### src/rtl/imem_loader_pkg.sv
// Shared types and constants for the IMEM loader.
// IMEM_LOADER_CHECKSUM_EN adds the trailing-checksum state ST_CHK.
package loader_pkg;

  localparam int unsigned BYTES_PER_WORD = 4;
  localparam int unsigned WORD_W         = 32;
  localparam int unsigned BYTE_W         = 8;

  typedef enum logic [2:0] {
    ST_IDLE  = 3'd0,
    ST_LEN   = 3'd1,
    ST_DATA  = 3'd2,
    ST_WRITE = 3'd3,
`ifdef IMEM_LOADER_CHECKSUM_EN
    ST_CHK   = 3'd4,
`endif
    ST_DONE  = 3'd5,
    ST_ERR   = 3'd6
  } state_t;

endpackage

### src/rtl/imem_loader_byte_packer.sv
// Packs a byte stream MSB-first into 32-bit words; word_ready flags the 4th byte
// combinationally so the caller can capture `word` on that same edge.
module byte_packer
  import loader_pkg::*;
(
  input  logic              clk,
  input  logic              reset,
  input  logic              clear,
  input  logic              shift_en,
  input  logic [BYTE_W-1:0] byte_in,
  output logic [WORD_W-1:0] word,
  output logic              word_ready
);

  // Only the three oldest bytes need storage; the fourth is the live input.
  logic [WORD_W-BYTE_W-1:0] shreg;
  logic [1:0]               cnt;

  assign word       = {shreg, byte_in};
  assign word_ready = shift_en && (cnt == 2'(BYTES_PER_WORD - 1));

  always_ff @(posedge clk or posedge reset) begin
    if (reset) begin
      shreg <= '0;
      cnt   <= '0;
    end else if (clear) begin
      shreg <= '0;
      cnt   <= '0;
    end else if (shift_en) begin
      shreg <= word[WORD_W-BYTE_W-1:0];
      cnt   <= cnt + 2'd1;
    end
  end

endmodule

### src/rtl/imem_loader.sv
// Host byte stream -> IMEM word writes, holding the CPU in reset during a load.
// Define IMEM_LOADER_CHECKSUM_EN to require a trailing XOR checksum byte.
module imem_loader
  import loader_pkg::*;
#(
  parameter int unsigned ADDR_W    = 8,
  parameter int unsigned DEPTH     = 256,
  parameter int unsigned BASE_ADDR = 0
) (
  input  logic              clk,
  input  logic              reset,
  input  logic              start,
  input  logic              byte_valid,
  input  logic [7:0]        byte_data,
  output logic              byte_ready,
  output logic              imem_we,
  output logic [ADDR_W-1:0] imem_waddr,
  output logic [31:0]       imem_wdata,
  output logic              cpu_hold,
  output logic              load_done,
  output logic              load_error
);

  localparam logic [31:0] MAX_WORDS = 32'(DEPTH - BASE_ADDR);

`ifdef IMEM_LOADER_CHECKSUM_EN
  localparam state_t ST_FINAL = ST_CHK;
`else
  localparam state_t ST_FINAL = ST_DONE;
`endif

  state_t      state, state_nx;
  logic [31:0] n_words;
  logic [31:0] word_idx;
  logic [31:0] len_word, data_word;
  logic        len_ready, data_ready;
  logic        byte_fire, start_ok, len_shift, data_shift, last_word;

  assign byte_fire  = byte_valid && byte_ready;
  assign start_ok   = start && (state == ST_IDLE || state == ST_DONE || state == ST_ERR);
  assign len_shift  = byte_fire && (state == ST_LEN);
  assign data_shift = byte_fire && (state == ST_DATA);
  assign last_word  = (word_idx + 32'd1) == n_words;

  byte_packer u_len_packer (
    .clk        (clk),
    .reset      (reset),
    .clear      (start_ok),
    .shift_en   (len_shift),
    .byte_in    (byte_data),
    .word       (len_word),
    .word_ready (len_ready)
  );

  byte_packer u_data_packer (
    .clk        (clk),
    .reset      (reset),
    .clear      (start_ok),
    .shift_en   (data_shift),
    .byte_in    (byte_data),
    .word       (data_word),
    .word_ready (data_ready)
  );

`ifdef IMEM_LOADER_CHECKSUM_EN
  logic [7:0] chk_acc;

  always_ff @(posedge clk or posedge reset) begin
    if (reset)           chk_acc <= '0;
    else if (start_ok)   chk_acc <= '0;
    else if (data_shift) chk_acc <= chk_acc ^ byte_data;
  end
`endif

  always_comb begin
    state_nx   = state;
    byte_ready = 1'b0;
    cpu_hold   = 1'b0;
    load_done  = 1'b0;
    load_error = 1'b0;
    case (state)
      ST_IDLE, ST_DONE, ST_ERR: begin
        load_done  = (state == ST_DONE);
        load_error = (state == ST_ERR);
        if (start) state_nx = ST_LEN;
      end
      ST_LEN: begin
        byte_ready = 1'b1;
        cpu_hold   = 1'b1;
        if (len_ready) begin
          if (len_word == '0)           state_nx = ST_FINAL;
          else if (len_word > MAX_WORDS) state_nx = ST_ERR;
          else                          state_nx = ST_DATA;
        end
      end
      ST_DATA: begin
        byte_ready = 1'b1;
        cpu_hold   = 1'b1;
        if (data_ready) state_nx = ST_WRITE;
      end
      ST_WRITE: begin
        cpu_hold = 1'b1;
        state_nx = last_word ? ST_FINAL : ST_DATA;
      end
`ifdef IMEM_LOADER_CHECKSUM_EN
      ST_CHK: begin
        byte_ready = 1'b1;
        cpu_hold   = 1'b1;
        if (byte_fire) state_nx = (byte_data == chk_acc) ? ST_DONE : ST_ERR;
      end
`endif
      default: state_nx = ST_IDLE;
    endcase
  end

  // The write strobe and payload are registered on the 4th data byte, so they
  // appear exactly during the single WRITE cycle.
  always_ff @(posedge clk or posedge reset) begin
    if (reset) begin
      state      <= ST_IDLE;
      n_words    <= '0;
      word_idx   <= '0;
      imem_we    <= 1'b0;
      imem_waddr <= ADDR_W'(BASE_ADDR);
      imem_wdata <= '0;
    end else begin
      state   <= state_nx;
      imem_we <= 1'b0;
      if (start_ok) begin
        n_words  <= '0;
        word_idx <= '0;
      end
      if (len_ready) n_words <= len_word;
      if (data_ready) begin
        imem_we    <= 1'b1;
        imem_wdata <= data_word;
        imem_waddr <= ADDR_W'(BASE_ADDR + word_idx);
      end
      if (state == ST_WRITE) word_idx <= word_idx + 32'd1;
    end
  end

endmodule

### config.mk
export PLATFORM = sky130hd
export DESIGN_NAME = imem_loader
export DESIGN_NICKNAME = d
export VERILOG_FILES = /design/src/rtl/imem_loader_pkg.sv /design/src/rtl/imem_loader_byte_packer.sv /design/src/rtl/imem_loader.sv
export SDC_FILE = /design/constraint.sdc
export NUM_CORES = 1
export LEC_CHECK = 0
export ABC_AREA = 1
export CELL_PAD_IN_SITES_DETAIL_PLACEMENT = 0
export CELL_PAD_IN_SITES_GLOBAL_PLACEMENT = 1
export CORE_ASPECT_RATIO = 0.7
export CORE_UTILIZATION = 40
export CTS_CLUSTER_DIAMETER = 60
export DETAILED_ROUTE_END_ITERATION = 6
export PLACE_DENSITY_LB_ADDON = 0.1
export REMOVE_ABC_BUFFERS = 1
export SYNTH_ARGS = -nofsm -noshare
export SYNTH_HDL_FRONTEND = slang
export SYNTH_SLANG_ARGS = --single-unit
### constraint.sdc
create_clock -name clk -period 5.15 [get_ports clk]
set_input_delay 1.03 -clock clk [delete_from_list [all_inputs] [get_ports clk]]
set_output_delay 1.03 -clock clk [all_outputs]
set_load 0.05 [all_outputs]
==> key figures <==
Floorplanning
  • Count of standard-cell rows: 42
  • Core Area: 19000 um^2
  • Area of the die: 20200 um^2
  • Initial core utilization: 0.412
  • Chip Height: 119 um
  • Die extent in x: 169 um
  • Ports: 57

Route
  • Total routed wirelength: 22.0 mm
  • Number of DRC markers after the initial detailed-route iteration: 523
  • Routed length per instance: 16.5 um
  • Via/cell ratio: 5.05
  • Post-detailed-route DRC marker count: 0
  • Post-DRT Antenna Nets: 0
  • Count of TritonRoute iterations in the first routing pass: 5
  • Total vias in the final route: 6763

CTS
  • Clk root buf: clkbuf_16
  • Cts bufs inserted: 17
  • Post-CTS Resized: 0
  • CTS tree: done
  • Clock-pin slew on the worst setup and hold paths: 70 ps
  • Hold bufs inserted after CTS: 0
  • H-tree depth: 4
  • Number of clock sinks: 160
  • CTS max path bufs: 2
  • Clock latency on the worst-skew pair: 440 ps
  • Number of setup buffers added after CTS: 0

Layout
  • Sequential Area: 4000 um^2
  • Area of all placed cells without fillers: 9280 um^2
  • # fillers: 1929
  • Share of final-layout standard cells stronger than drive strength 1: 0.0642
  • Multi-input gate area: 3210 um^2
  • Commonest cells after routing, fill and taps aside: nand2_1 (330), dfrtp_1 (160), inv_1 (129)
  • Post-layout utilization of the core: 0.488
  • Area growth, synth to finish: 18.3%
  • Post-route insts no fill: 1338
  • Layout Nets: 1076
  • Most common cell after layout, fill and taps aside: nand2_1
  • Antenna fix cells: 0

Setup path
  • Worst stage delay on the critical path: 810 ps
  • Worst setup path category: flip-flop to primary output
  • R2R Setup Slk: 2460 ps
  • CP required: 4120 ps
  • Startpoint of the worst register-to-register path: word_idx[0]$_DFFE_PP0P_
  • Kind of start point of the critical path: flip-flop
  • Reg-to-reg endpoint: state[1]$_DFFE_PP0P_
  • Kind of end point of the critical path: primary output
  • Capture point of the critical path: byte_ready
  • Timing startpoint of the critical path: state[1]$_DFFE_PP0P_
  • Arrival time of the worst setup path: 2160 ps
  • Maximum fanout along the worst path: 5
  • Depth of the worst register-to-register path: 16
  • Critical path's most frequent cell: nand2_1
  • Crit-path slowest cell: clkdlybuf4s50_1
  • Critical Path, Cell by Cell: inv_1, nor2_1, nand2_1, nand2_1, clkdlybuf4s50_1

STA
  • Total setup violations reported at the end of the flow: 0
  • Slew Limit Headroom: 0.451
  • Worst Tran Pin Value: 824 ps
  • Min Tclk post-route: 3190 ps
  • Fmax: 314 MHz
  • Max-slew violations: 0
  • Period Utilization, post-route: 0.619
  • RSZ-0062 raised after global routing: no
  • Layout Skew: 18.4 ps
  • Sum Neg Setup Slack: 0 ps
  • Count of final hold-check violations: 0

Pwr
  • Largest vdd supply drop: 328 uV
  • Combinational share of power: 0.267
  • Internal Power: 2370 uW
  • Leak: 0.00447 uW
  • Switching part of the total power: 0.380
  • Power per unit of standard cell area: 412 nW/um^2
  • Clock power share: 0.320
  • Power consumption: 3820 uW
  • P_sw: 1450 uW
  • Seq pwr share: 0.414

Synthesis
  • Netlist area before placement: 7840 um^2
  • Share of synthesized area spent on multiplexers: 0
  • Per-instance average area after synthesis: 7.79 um^2
  • Number of synthesized register bits: 160
  • Fraction of the mapped netlist area in simple logic gates: 0.285
  • Main combinational cell family by area after synthesis: simple AND/OR/NAND/NOR gates
  • Unique cell type count in the Yosys netlist: 30
  • Adder-Cell Fraction of Synth Area: 0.00479
  • Part of the Yosys area used for sequential elements: 0.511
  • Parity-gate share of the synthesized area counting xor and xnor cells: 0.0164
  • Count of mapped cells out of synthesis: 1006
  • Compound-gate portion of the synthesized area: 0.102
  • Yosys warning total: 0

Outcome
  • Run status: finished, final reports clean

Placed design
  • Post-DP Area: 8720 um^2
  • Dpl cells: 1306
  • I/O Buffers: 56
  • Final weighted congestion in routability-driven placement: 0.843
  • HPWL after detailed placement: 15.8 mm

Global route
  • Initial antenna violation count: 0
  • First-pass GRT wire length: 35.5 mm
  • Pin count of the biggest net entering global routing: 89
  • Aggregate global-route resource usage: 0.232
  • Via count of the first global-routing pass: 6287
  • GRT Residual Overflow: 0

Job
  • MaxCap Viol Count: 0

Min path
  • Type of the tightest min-delay check: flip-flop to flip-flop
## cell families (layout without fill, tap and decap cells)
logic type      count (synthesis)  in the layout
flops                         160            160
xor+xnor                       10             10
fa+ha+maj                       3              3
buf+inv                       166            234
compound gates                141            141
simple gates                  526            526
## power by group through the flow
stage          combinational, uW  clock, uW  sequential (uW)
2_1_floorplan                582          0             1610
3_3_place_gp                1010          0             1600
3_5_place_dp                1020          0             1600
4_1_cts                     1030       1240             1580
5_1_grt                     1130       1290             1600
6_report                    1020       1220             1580
## worst min path at each step
stage	from	to	slack, ps	cells past startpoint
4_1_cts	u_data_packer.shreg[22]$_DFFE_PP0P_	imem_wdata[30]$_DFFE_PP0P_	480	2
5_1_grt	u_data_packer.shreg[23]$_DFFE_PP0P_	imem_wdata[31]$_DFFE_PP0P_	500	2
6_report	u_data_packer.shreg[16]$_DFFE_PP0P_	imem_wdata[24]$_DFFE_PP0P_	470	2
2_1_floorplan	u_data_packer.shreg[12]$_DFFE_PP0P_	imem_wdata[20]$_DFFE_PP0P_	440	2
3_3_place_gp	u_data_packer.shreg[19]$_DFFE_PP0P_	imem_wdata[27]$_DFFE_PP0P_	460	2
3_5_place_dp	u_data_packer.shreg[22]$_DFFE_PP0P_	imem_wdata[30]$_DFFE_PP0P_	460	2
## layer usage
| layer | routed length [um] | GRT usage |
|---|---|---|
| met5 | 0 | 0 |
| met4 | 167 | 0.0557 |
| met3 | 1010 | 0.0479 |
| met2 | 8780 | 0.309 |
| met1 | 12100 | 0.376 |
## area by class of cell
type	instances	share of cell area
clock buffer	18	0.0473
clock inverter	14	0.0132
inverter	133	0.0543
multi-input combinational	680	0.346
sequential	160	0.432
tap	264	0.0356
timing repair buffer	69	0.0723
## registers in the layout (all words and copies together), names as in the netlist
name	flops
u_data_packer.shreg	24
u_data_packer.cnt	2
u_len_packer.shreg	24
imem_wdata	32
imem_waddr	8
state	3
imem_we	1
n_words	32
word_idx	32
u_len_packer.cnt	2
## critical path, delay by kind of cell (launching register included)
family	cells	cell delay, ps
buffers and inverters	2	900
AND/OR/NAND/NOR	3	420
flip-flops	1	410
## metrics by stage
step / worst slack, ps / hold WS [ps]
after CTS: 1950 / 477
after global routing: 1810 / 498
after detailed placement: 2090 / 460
after floorplan: -200 / 442
after global placement: 2100 / 458
final: 1960 / 474
## synth_stat cells
master | number | area share
nand2_1 | 331 | 0.16
dfrtp_1 | 160 | 0.51
inv_1 | 130 | 0.062
nand3_1 | 98 | 0.063
o21ai_0 | 74 | 0.047
nor2_1 | 60 | 0.029
o22ai_1 | 41 | 0.033
clkbuf_1 | 23 | 0.011
a22oi_1 | 18 | 0.017
nand4_1 | 9 | 0.0072
buf_2 | 8 | 0.0051
nor2_2 | 6 | 0.0048
nor2_4 | 6 | 0.0086
a21oi_1 | 5 | 0.0032
nor3_1 | 5 | 0.0032
xor2_1 | 5 | 0.0056
nand2_2 | 4 | 0.0032
ha_1 | 3 | 0.0048
o21ai_1 | 3 | 0.0019
xnor3_1 | 3 | 0.0086
buf_1 | 2 | 0.00096
inv_2 | 2 | 0.00096
nor4_1 | 2 | 0.0016
xnor2_1 | 2 | 0.0022
and2_1 | 1 | 0.00080
clkinv_1 | 1 | 0.00048
nand2_4 | 1 | 0.0014
nand3_2 | 1 | 0.0013
nor2_8 | 1 | 0.0026
or2_2 | 1 | 0.00080
No activity file was read; power rests on OpenSTA's default activity.
